### src/rtl/spi_pkg.sv
// +------------------------------------------------------------------+
// | spi_pkg : shared types and constants for the SPI transfer queue   |
// | Rev 1.0                                                           |
// +------------------------------------------------------------------+
`default_nettype none

package spi_pkg;

   localparam int SPI_DW = 8;

   typedef enum logic [1:0] {
      IDLE    = 2'd0,
      ISSUE   = 2'd1,
      WAIT    = 2'd2,
      CAPTURE = 2'd3
   } spi_state_e;

endpackage

`default_nettype wire

### src/rtl/spi_sync_fifo.sv
// +------------------------------------------------------------------+
// | spi_sync_fifo : single-clock FIFO, zero-latency head, level count |
// | Rev 1.0                                                           |
// +------------------------------------------------------------------+
`default_nettype none

module spi_sync_fifo #(
   parameter int DEPTH = 4,
   parameter int DW    = 8
) (
   input  logic                   clk,
   input  logic                   rst,
   input  logic                   push,
   input  logic [DW-1:0]          push_data,
   input  logic                   pop,
   output logic [DW-1:0]          head,
   output logic                   full,
   output logic                   empty,
   output logic [$clog2(DEPTH):0] level
);

   localparam int AW = $clog2(DEPTH);

   logic [DW-1:0] mem_q [DEPTH];
   logic [DW-1:0] mem_d [DEPTH];
   logic [AW-1:0] wr_ptr_q, wr_ptr_d;
   logic [AW-1:0] rd_ptr_q, rd_ptr_d;
   logic [AW:0]   level_q, level_d;

   always_comb begin
      mem_d    = mem_q;
      wr_ptr_d = wr_ptr_q;
      rd_ptr_d = rd_ptr_q;
      level_d  = level_q;
      if (push) begin
         mem_d[wr_ptr_q] = push_data;
         wr_ptr_d        = wr_ptr_q + AW'(1);
      end
      if (pop) begin
         rd_ptr_d = rd_ptr_q + AW'(1);
      end
      case ({push, pop})
         2'b10:   level_d = level_q + (AW+1)'(1);
         2'b01:   level_d = level_q - (AW+1)'(1);
         default: level_d = level_q;
      endcase
   end

   always_ff @(posedge clk or posedge rst) begin
      if (rst) begin
         mem_q    <= '{default: '0};
         wr_ptr_q <= '0;
         rd_ptr_q <= '0;
         level_q  <= '0;
      end else begin
         mem_q    <= mem_d;
         wr_ptr_q <= wr_ptr_d;
         rd_ptr_q <= rd_ptr_d;
         level_q  <= level_d;
      end
   end

   assign head  = mem_q[rd_ptr_q];
   assign full  = (level_q == (AW+1)'(DEPTH));
   assign empty = (level_q == '0);
   assign level = level_q;

endmodule

`default_nettype wire

### src/rtl/spi_xfer_queue.sv
// +------------------------------------------------------------------+
// | spi_xfer_queue : TX/RX byte queue sequencing an SPI master        |
// | Option macro SPI_XFER_QUEUE_RX_EN adds the RX FIFO path. Rev 1.0  |
// +------------------------------------------------------------------+
`default_nettype none

module spi_xfer_queue
   import spi_pkg::*;
#(
   parameter int DEPTH = 4,
   parameter int DW    = SPI_DW
) (
   input  logic                   clk,
   input  logic                   rst,
   input  logic                   wr_valid,
   input  logic [DW-1:0]          wr_data,
   output logic                   wr_ready,
   output logic                   rd_valid,
   output logic [DW-1:0]          rd_data,
   input  logic                   rd_ready,
   output logic                   m_start,
   output logic [DW-1:0]          m_data_in,
   input  logic                   m_done,
   input  logic [DW-1:0]          m_data_out,
   output logic                   busy,
   output logic [$clog2(DEPTH):0] tx_level,
   output logic [$clog2(DEPTH):0] rx_level
);

   spi_state_e    state_q, state_d;
   logic [DW-1:0] hold_q, hold_d;
   logic          m_start_q, m_start_d;
   logic          tx_full, tx_empty, tx_pop;
   logic [DW-1:0] tx_head;
   logic          rx_room;

   spi_sync_fifo #(.DEPTH(DEPTH), .DW(DW)) u_tx_fifo (
      .clk       (clk),
      .rst       (rst),
      .push      (wr_valid && wr_ready),
      .push_data (wr_data),
      .pop       (tx_pop),
      .head      (tx_head),
      .full      (tx_full),
      .empty     (tx_empty),
      .level     (tx_level)
   );

   assign wr_ready = !tx_full;

`ifdef SPI_XFER_QUEUE_RX_EN
   logic [DW-1:0] cap_q, cap_d;
   logic          rx_push, rx_full, rx_empty;

   spi_sync_fifo #(.DEPTH(DEPTH), .DW(DW)) u_rx_fifo (
      .clk       (clk),
      .rst       (rst),
      .push      (rx_push),
      .push_data (cap_q),
      .pop       (rd_valid && rd_ready),
      .head      (rd_data),
      .full      (rx_full),
      .empty     (rx_empty),
      .level     (rx_level)
   );

   assign rd_valid = !rx_empty;
   // Only the FSM fills RX, so a free slot now is still free at CAPTURE.
   assign rx_room  = !rx_full;
`else
   logic unused_rx;

   assign rd_valid  = 1'b0;
   assign rd_data   = '0;
   assign rx_level  = '0;
   assign rx_room   = 1'b1;
   assign unused_rx = ^{rd_ready, m_data_out};
`endif

   always_comb begin
      state_d = state_q;
      hold_d  = hold_q;
      tx_pop  = 1'b0;
`ifdef SPI_XFER_QUEUE_RX_EN
      cap_d   = cap_q;
      rx_push = 1'b0;
`endif
      case (state_q)
         IDLE: begin
            if (!tx_empty && rx_room) begin
               tx_pop  = 1'b1;
               hold_d  = tx_head;
               state_d = ISSUE;
            end
         end
         ISSUE: state_d = WAIT;
         WAIT: begin
            if (m_done) begin
`ifdef SPI_XFER_QUEUE_RX_EN
               cap_d   = m_data_out;
               state_d = CAPTURE;
`else
               state_d = IDLE;
`endif
            end
         end
         CAPTURE: begin
`ifdef SPI_XFER_QUEUE_RX_EN
            rx_push = 1'b1;
`endif
            state_d = IDLE;
         end
         default: state_d = IDLE;
      endcase
      m_start_d = (state_d == ISSUE);
   end

   always_ff @(posedge clk or posedge rst) begin
      if (rst) begin
         state_q   <= IDLE;
         hold_q    <= '0;
         m_start_q <= 1'b0;
`ifdef SPI_XFER_QUEUE_RX_EN
         cap_q     <= '0;
`endif
      end else begin
         state_q   <= state_d;
         hold_q    <= hold_d;
         m_start_q <= m_start_d;
`ifdef SPI_XFER_QUEUE_RX_EN
         cap_q     <= cap_d;
`endif
      end
   end

   // The holding register doubles as the master data bus, so it holds between transfers.
   assign m_start   = m_start_q;
   assign m_data_in = hold_q;
   assign busy      = (state_q != IDLE) || (tx_level != '0);

endmodule

`default_nettype wire
### config.mk
export PLATFORM = sky130hd
export DESIGN_NAME = spi_xfer_queue
export DESIGN_NICKNAME = d
export VERILOG_FILES = /design/src/rtl/spi_pkg.sv /design/src/rtl/spi_sync_fifo.sv /design/src/rtl/spi_xfer_queue.sv
export SDC_FILE = /design/constraint.sdc
export NUM_CORES = 1
export LEC_CHECK = 0
export ABC_AREA = 1
export CAP_MARGIN = 20
export CORE_ASPECT_RATIO = 0.9
export CORE_MARGIN = 2
export CORE_UTILIZATION = 45
export DETAILED_ROUTE_END_ITERATION = 16
export HOLD_SLACK_MARGIN = 0.15
export PLACE_DENSITY = 0.7
export SLEW_MARGIN = 20
export SYNTH_ARGS = -nofsm -noshare
export SYNTH_HDL_FRONTEND = slang
export SYNTH_SLANG_ARGS = --single-unit
### constraint.sdc
create_clock -name clk -period 2 [get_ports clk]
set_input_delay 0.5 -clock clk [delete_from_list [all_inputs] [get_ports clk]]
set_output_delay 0.5 -clock clk [all_outputs]
set_load 0.1 [all_outputs]
==> impl_metrics.json <==
{
  "status": "finished, final reports clean",
  "path_cells": "inv_2 -> nand3_4 -> buf_4 -> buf_12",
  "synthFlopType": "dfrtp_1",
  "synth_edf_count": 0,
  "drcViolationCount": 0,
  "finalWirelength_mm": 5.35,
  "worstSetupStartpoint": "u_tx_fifo.level[0]$_DFFE_PP0P_",
  "cts_tree": "done",
  "hold_viol": 0,
  "final.period_utilization": 0.946,
  "antenna_found_initial": 0,
  "finalSetupViolations": 0,
  "critPathKind": "register to primary output",
  "cpLargestDelayFamily": "buffers and inverters",
  "timing.final.crit_period_ns": 1.89,
  "grt_util_all_layers": 0.177,
  "dp.cells": 421,
  "routedWlPerCell_um": 12.5,
  "drv_slew": 0,
  "ff2ff_path_depth": 9,
  "synth_top_area_share": 0.459,
  "via_per_inst": 4.89,
  "rsz0062_at_grt": "false",
  "die_w_um": 86.0,
  "grt_pass1_wl_mm": 9.53,
  "crit_path_top_delay_cell": "dfrtp_2",
  "syn-mean-instance-area_um2": 8.13,
  "crit_path_end_kind": "primary output",
  "cp.depth": 4,
  "nets": 385,
  "maxCapViolations": 0,
  "ctsResizeCount": 0,
  "initial_core_util": 0.473,
  "routabilityCongestion": 0.784,
  "yosys-top-cells-count": "nand2_1, dfrtp_1, inv_1, nand4_1, nand3_1",
  "cts_sinks": 50,
  "worstSetupEndpoint": "wr_ready",
  "io_pins": 47,
  "area_growth_pct": 17.2,
  "rrSetupSlack_ns": 0.16,
  "postSynthCellCount": 335,
  "cts_buffers": 5,
  "critPathArrivalTime_ns": 1.39,
  "cts-root-buf": "clkbuf_8",
  "fin_cells": 429,
  "synth_area_um2": 2730,
  "ant_nets": 0,
  "vias": 2096,
  "drt_iter0_drc": 148,
  "nFillCells": 530,
  "cts_hold_buf": 0,
  "worst_clock_skew_ns": 0.00953,
  "hp-class": "register to register",
  "yosysWarnings": 0,
  "row_count": 26,
  "die-height_um": 77.8,
  "grt_overflow_total": 0,
  "yosysSeqAreaShare": 0.459,
  "synth_most_common_cell": "nand2_1",
  "drtPass1Iterations": 5,
  "insertion_delay_ns": 0.30,
  "r2r-end": "u_tx_fifo.level[2]$_DFFE_PP0P_",
  "clockBufferDepth": 2,
  "ys_async_sr_fraction": 1.00,
  "core_um2": 5760,
  "first_global_vias": 2074,
  "die-area_um2": 6700,
  "rr_startpoint": "u_tx_fifo.level[0]$_DFFE_PP0P_",
  "critPathRequiredTime_ns": 1.50,
  "synth.area.top_cells": "dfrtp_1, nand2_1, nand4_1",
  "worstSetupStartpointType": "register",
  "grt_max_degree": 51,
  "fmax_ghz": 0.529,
  "place_hpwl_mm": 3.69,
  "clk_pin_slew_ns": 0.09,
  "max_stage_delay_ns": 0.44,
  "yosys.area.top_type": "dfrtp_1",
  "netlist-cell-type-count": 21,
  "crit_buf_inv": 3,
  "cts-htree-levels": 2,
  "synth-seq-cells": 50,
  "drive_gt1_frac": 0.128,
  "cts_setup_buffers": 0,
  "antenna_cells": 0,
  "portBuffers": 25,
  "worstPathMaxFanout": 22
}
[kinds of logic after synthesis]
family	count (synthesis)	synth area share
flip-flops	50	0.459
AO/OA/AOI/OAI	3	0.00643
buffers and inverters	75	0.159
XOR/XNOR	5	0.0161
other	1	0.00138
AND/OR/NAND/NOR	195	0.327
adder cells (fa/ha/maj)	6	0.0303
[state kept, by name, indices dropped and copies added, names as in the netlist]
signal and cells:
u_tx_fifo.mem_q 32, state_q 2, u_tx_fifo.level 3, m_start 1, u_tx_fifo.rd_ptr_q 2, m_data_in 8
u_tx_fifo.wr_ptr_q 2
[how the worst min path moves through the flow]
| stage | start | end | slack, ns | cells past startpoint |
|---|---|---|---|---|
| 2_1_floorplan | u_tx_fifo.mem_q[0]$_DFFE_PP0P_ | u_tx_fifo.mem_q[0]$_DFFE_PP0P_ | 0.44 | 2 |
| 3_3_place_gp | u_tx_fifo.mem_q[19]$_DFFE_PP0P_ | u_tx_fifo.mem_q[19]$_DFFE_PP0P_ | 0.45 | 2 |
| 3_5_place_dp | u_tx_fifo.mem_q[21]$_DFFE_PP0P_ | u_tx_fifo.mem_q[21]$_DFFE_PP0P_ | 0.46 | 2 |
| 4_1_cts | u_tx_fifo.mem_q[21]$_DFFE_PP0P_ | u_tx_fifo.mem_q[21]$_DFFE_PP0P_ | 0.48 | 2 |
| 5_1_grt | u_tx_fifo.mem_q[5]$_DFFE_PP0P_ | u_tx_fifo.mem_q[5]$_DFFE_PP0P_ | 0.49 | 2 |
| 6_report | u_tx_fifo.mem_q[21]$_DFFE_PP0P_ | u_tx_fifo.mem_q[21]$_DFFE_PP0P_ | 0.48 | 2 |
[per-layer routing]
layer,share of wire,track usage
met3,0.051,0.0362
met4,0.0036,0.0381
met5,0,0
met1,0.49,0.262
met2,0.46,0.269
[placed cells by master (no fill, tap or decap)]
cell             count
xnor2_1              2
inv_2                6
fa_1                 1
ha_1                 4
buf_4                9
nand2_4              1
nand3_1             21
xor2_1               3
nand4_1             33
buf_12              14
o21a_1               1
nand2_2              1
nor2_1               2
inv_1               40
clkdlybuf4s50_1     11
nand3_4              3
dfrtp_1             47
nand2_1            134
dfrtp_2              3
clkbuf_8             5
ha_2                 1
bufinv_16            2
clkinv_4             1
o21ai_0              2
conb_1              12
[stage by stage]
stage / cell area [um2] / setup slack (ns) / utilization / hold WS (ns) / TNS [ns]
2_1_floorplan: 2770 / -0.199 / - / 0.442 / -0.295
3_3_place_gp: 3060 / -0.0990 / 0.531 / 0.454 / -0.199
3_5_place_dp: 3060 / -0.130 / 0.531 / 0.458 / -0.391
4_1_cts: 3190 / 0.0893 / 0.555 / 0.480 / 0
5_1_grt: 3190 / 0.0211 / 0.555 / 0.494 / 0
6_report: 3190 / 0.108 / 0.555 / 0.479 / 0
[layout make-up]
cell class / instances / area, um2 / area share
repair buffers: 34 / 458 / 0.143
multi-input cells: 221 / 1080 / 0.339
well taps: 70 / 87.6 / 0.0274
clock inverters: 3 / 68.8 / 0.0215
inverters: 46 / 173 / 0.0541
clock buffers: 5 / 68.8 / 0.0215
flip-flops and latches: 50 / 1250 / 0.393
[worst min-delay path, stage by stage (launching register included)]
cell and delay, ns:
dfrtp_1 0.35, nand2_1 0.05, nand2_1 0.05
Power is left out: the tool's default activity adds up to more than one toggle a clock period on the data nets, which glitch-free logic cannot reach.
